File: config.mk
export PLATFORM = sky130hd
export DESIGN_NAME = seq_detector_param
export DESIGN_NICKNAME = d
export VERILOG_FILES = /design/src/rtl/seq_det_pkg.sv /design/src/rtl/sat_counter.sv /design/src/rtl/seq_detector_param.sv
export SDC_FILE = /design/constraint.sdc
export NUM_CORES = 1
export LEC_CHECK = 0
export CORE_AREA = 2 2 39 41
export CTS_CLUSTER_SIZE = 12
export DETAILED_ROUTE_END_ITERATION = 7
export DIE_AREA = 0 0 41 43
export PLACE_DENSITY = 0.65
export SKIP_LAST_GASP = 1
export SLEW_MARGIN = 10
export SYNTH_ARGS = -nofsm -noshare
export SYNTH_HDL_FRONTEND = slang
export SYNTH_HIERARCHICAL = 1
export SYNTH_SLANG_ARGS = --single-unit
File: constraint.sdc
create_clock -name clk -period 1.3 [get_ports clk]
set_clock_uncertainty 0.1 [all_clocks]
set_input_delay 0.26 -clock clk [delete_from_list [all_inputs] [get_ports clk]]
set_output_delay 0.26 -clock clk [all_outputs]
set_load 0.1 [all_outputs]
File: src/rtl/seq_det_pkg.sv
// Shared state type, length limits and saturating-increment helper for the
// parametrised serial sequence detector.
package seq_det_pkg;

  typedef enum logic {
    FILL  = 1'b0,
    ARMED = 1'b1
  } seq_state_t;

  localparam int unsigned MIN_LEN   = 2;
  localparam int unsigned MAX_LEN   = 32;
  localparam int unsigned MAX_CNT_W = 32;

  // Adds one to a cnt_w-bit value held in the low bits of cnt, sticking at all-ones.
  function automatic logic [MAX_CNT_W-1:0] sat_inc(input logic [MAX_CNT_W-1:0] cnt,
                                                   input int unsigned          cnt_w);
    logic [MAX_CNT_W-1:0] top;
    top = (cnt_w >= MAX_CNT_W) ? '1 : MAX_CNT_W'((64'd1 << cnt_w) - 64'd1);
    return (cnt == top) ? cnt : cnt + MAX_CNT_W'(1);
  endfunction

endpackage

File: src/rtl/sat_counter.sv
// CNT_W-wide saturating up-counter: steps on inc, holds at all-ones, never wraps.
// Synchronous active-high reset.
module sat_counter
  import seq_det_pkg::*;
#(
  parameter int unsigned CNT_W = 8
) (
  input  logic             clk,
  input  logic             reset,
  input  logic             inc,
  output logic [CNT_W-1:0] count
);

  if (CNT_W < 1 || CNT_W > MAX_CNT_W) begin : g_bad_cnt_w
    $fatal(1, "sat_counter: CNT_W=%0d outside 1..%0d", CNT_W, MAX_CNT_W);
  end

  logic [CNT_W-1:0] count_q;
  logic [CNT_W-1:0] count_d;

  always_comb begin
    count_d = count_q;
    if (inc) begin
      count_d = CNT_W'(sat_inc(MAX_CNT_W'(count_q), CNT_W));
    end
  end

  always_ff @(posedge clk) begin
    if (reset) begin
      count_q <= '0;
    end else begin
      count_q <= count_d;
    end
  end

  assign count = count_q;

endmodule

File: src/rtl/seq_detector_param.sv
// Parametrised Mealy serial pattern detector with registered match copy and
// optional saturating match counter (built only when SEQ_DET_COUNT_EN is defined).
module seq_detector_param
  import seq_det_pkg::*;
#(
  parameter int unsigned    LEN     = 4,
  parameter logic [LEN-1:0] PATTERN = 4'b1011,
  parameter bit             OVERLAP = 1'b1,
  parameter int unsigned    CNT_W   = 8
) (
  input  logic             clk,
  input  logic             reset,
  input  logic             en,
  input  logic             in,
  output logic             match,
  output logic             match_q,
  output logic [CNT_W-1:0] match_count,
  output logic             armed
);

  if (LEN < MIN_LEN || LEN > MAX_LEN) begin : g_bad_len
    $fatal(1, "seq_detector_param: LEN=%0d outside %0d..%0d", LEN, MIN_LEN, MAX_LEN);
  end

  localparam int unsigned    HIST_W   = LEN - 1;
  localparam int unsigned    FILL_W   = $clog2(LEN);
  localparam logic [FILL_W-1:0] FILL_MAX = FILL_W'(LEN - 1);

  seq_state_t          state_q;
  seq_state_t          state_d;
  logic [HIST_W-1:0]   hist_q;
  logic [HIST_W-1:0]   hist_d;
  logic [FILL_W-1:0]   fill_q;
  logic [FILL_W-1:0]   fill_d;
  logic                match_q_d;
  logic                match_c;

  // Next-state, history shift and combinational match decode.
  always_comb begin
    state_d   = state_q;
    hist_d    = hist_q;
    fill_d    = fill_q;
    match_c   = 1'b0;
    if (!reset && en) begin
      match_c = (state_q == ARMED) && ({hist_q, in} == PATTERN);
      // Keeping the low LEN-1 bits of {hist, in} drops the oldest bit for any LEN >= 2.
      hist_d  = HIST_W'({hist_q, in});
      unique case (state_q)
        FILL: begin
          fill_d = fill_q + FILL_W'(1);
          if ((fill_q + FILL_W'(1)) == FILL_MAX) begin
            state_d = ARMED;
          end
        end
        ARMED: begin
          if (match_c && !OVERLAP) begin
            fill_d  = '0;
            state_d = FILL;
          end
        end
        default: begin
          fill_d  = '0;
          state_d = FILL;
        end
      endcase
    end
    match_q_d = match_c;
  end

  always_ff @(posedge clk) begin
    if (reset) begin
      state_q <= FILL;
      hist_q  <= '0;
      fill_q  <= '0;
      match_q <= 1'b0;
    end else begin
      state_q <= state_d;
      hist_q  <= hist_d;
      fill_q  <= fill_d;
      match_q <= match_q_d;
    end
  end

  assign match = match_c;
  assign armed = (state_q == ARMED);

`ifdef SEQ_DET_COUNT_EN
  sat_counter #(
    .CNT_W (CNT_W)
  ) u_sat_counter (
    .clk   (clk),
    .reset (reset),
    .inc   (match_c),
    .count (match_count)
  );
`else
  assign match_count = '0;
`endif

endmodule

==> impl_metrics.yaml <==
routing:
  drtIter0Drc: 0
  drtAntennaViolNets: 0
  routedWlPerCell_um: 9.108
  wl_um: 592
  firstDrtPassIters: 1
  routed-via-count: 253
  drc: 0
  routed_via_density: 3.892
clock_network:
  cts_hold_buf: 0
  clkLatencyLatePin_ns: 0.25
  clock-sinks: 7
  clockBufferDepth: 2
  cts-root-buf: "clkbuf_4"
  cts_tree: "built"
  numCtsBuffers: 3
  clk_pin_slew_ns: 0.06
  cts_max_level: 1
critical_path:
  arrival_ns: 1.23
  crit_path_start_kind: "register"
  required_ns: 0.94
  path_class: "register to primary output"
  end_kind: "primary output"
  crit_fanout: 2
power_and_ir_drop:
  seqPwrFrac: 0.384
  internal_power_uw: 388.3
  p_leak_nw: 0.2427
  switching_share: 0.3690
  power_switching_uw: 227.1
  ir_drop_mv: 0.5200
  pwr-share-clk: 0.325
  power_density_mw_per_mm2: 1217
  pwr-share-comb: 0.291
global_routing:
  grt_overflow: 0
  grt_max_degree: 9
  grt_first_pass_wirelength_um: 924
  grtUsageTotal: 0.08157
  antenna_found_initial: 0
  first_global_vias: 234
timing:
  fmax_mhz: 628.9
  fin_crit_sh: 1.223
  setup_tns_ns: -0.2902
  period_needed_ns: 1.590
  setup_violations: 1
  hold_viol: 0
  slew_viol_final: 0
  rsz0062_at_grt: "yes"
  setup_slack_ns: -0.2902
floorplanning:
  start_util: 0.2776
  io_pins: 15
  coreArea_mm2: 0.001384
  fp.dieH_um: 43
  dieArea_mm2: 0.001763
  die_w_um: 41
  row_count: 14
worst_hold_path:
  hold_class: "primary input to register"
yosys:
  yosys.area.top_type: "dfxtp_1"
  synth_top_area_frac: 0.3648
  synth_cells: 38
  synth-seq-cells: 7
  synth.top_cells.by_area: "dfxtp_1, buf_4, mux2i_1"
  synth_area_per_cell_um2: 10.11
  synth_cell_type_count: 16
  yosysWarnings: 6
  synth_area_um2: 384.1
  synth_seq_area_share: 0.3648
place:
  place_congestion: 0.6432
  place_ws_ns: -0.4451
  portBuffers: 6
  dp_hpwl_um: 410.3
finish:
  layout-drive-gt1-share: 0.3469
  final_common_cell: "conb_1"
  diodes: 0
  final_nets: 55
  syn2layout_area_growth_pct: 31.60
  mostFrequentLayoutCells: "conb_1, nor2_1, dfxtp_1"
status:
  status: "complete, but fails checks"
  violations: "negative setup slack"
job:
  maxCapViolations: 0
layout make-up:
type,count,area (µm²)
Fill cell,140,878.3
Multi-Input combinational cell,27,192.7
Sequential cell,7,145.1
Timing Repair Buffer,10,117.6
Clock buffer,4,26.28
Tap cell,16,20.02
Inverter,1,3.754
worst max-delay path: stages (launching register included):
cell      delay [ns]
dfxtp_2         0.32
and4bb_1        0.26
and4_4          0.23
buf_12          0.17
sequential cells by signal, summed over array words and instances (netlist names):
| register | cells |
|---|---|
| hist_q | 3 |
| fill_q | 2 |
| armed | 1 |
| match_q | 1 |
final timing paths:
check	endpoint	start	cells after the start	slack [ns]
setup / recovery	match	hist_q[1]$_SDFFE_PP0P_	3	-0.29
setup reg to reg	fill_q[1]$_SDFFE_PP0P_	fill_q[0]$_SDFFE_PP0P_	4	0.13
hold reg to reg	hist_q[2]$_SDFFE_PP0P_	hist_q[2]$_SDFFE_PP0P_	2	0.39
hold / removal	armed$_SDFFE_PP0P_	reset	3	0.37
synthesized netlist by cell type:
cell type  count
buf_4          8
nor2b_4        1
inv_1          1
and4bb_1       1
nor2b_1        1
mux2i_1        3
nor2_1         6
a21oi_1        1
conb_1         1
ha_1           1
buf_6          1
dfxtp_1        7
and2b_4        1
mux2_4         2
buf_2          1
and4_1         2
stage by stage:
stage	total power, mW	util	cells	instance area, µm²	hold slack (ns)
floorplan	0.4136	-	45	420.4	0.3072
global placement	0.4180	0.3418	60	473.0	0.3649
detailed placement	0.4195	0.3418	60	473.0	0.3815
CTS	0.6219	0.3653	65	505.5	0.3725
global route	0.6381	0.3653	65	505.5	0.4033
finish	0.6154	0.3653	65	505.5	0.3699
cells by family after synthesis:
logic type	synth area share
compound gates	0.01302
mux	0.1564
buf+inv	0.2085
flops	0.3648
simple gates	0.2150
other cells	0.009763
fa+ha+maj	0.03257
metal layers:
metal / global-route usage / vias up / wire length (µm)
li1: - / 131 / -
met2: 0.1125 / 11 / 284
met4: 0.02000 / 0 / 0
met1: 0.09740 / 111 / 254
met5: 0 / - / 0
met3: 0.06283 / 0 / 54
power by group through the flow:
stage	logic, mW	registers, mW	clock network (mW)
2_1_floorplan	0.165	0.249	0
3_3_place_gp	0.179	0.239	0
4_1_cts	0.180	0.236	0.206
5_1_grt	0.189	0.237	0.212
3_5_place_dp	0.179	0.240	0
6_report	0.179	0.236	0.200
timing repair:
| item | CTS | global route |
|---|---|---|
| buffers inserted | 1 | 0 |
| setup endpoints to repair | 3 | 1 |
| gates resized for setup | 3 | 0 |
| pin swaps | 2 | 0 |
Power figures use the tool's default switching activity.
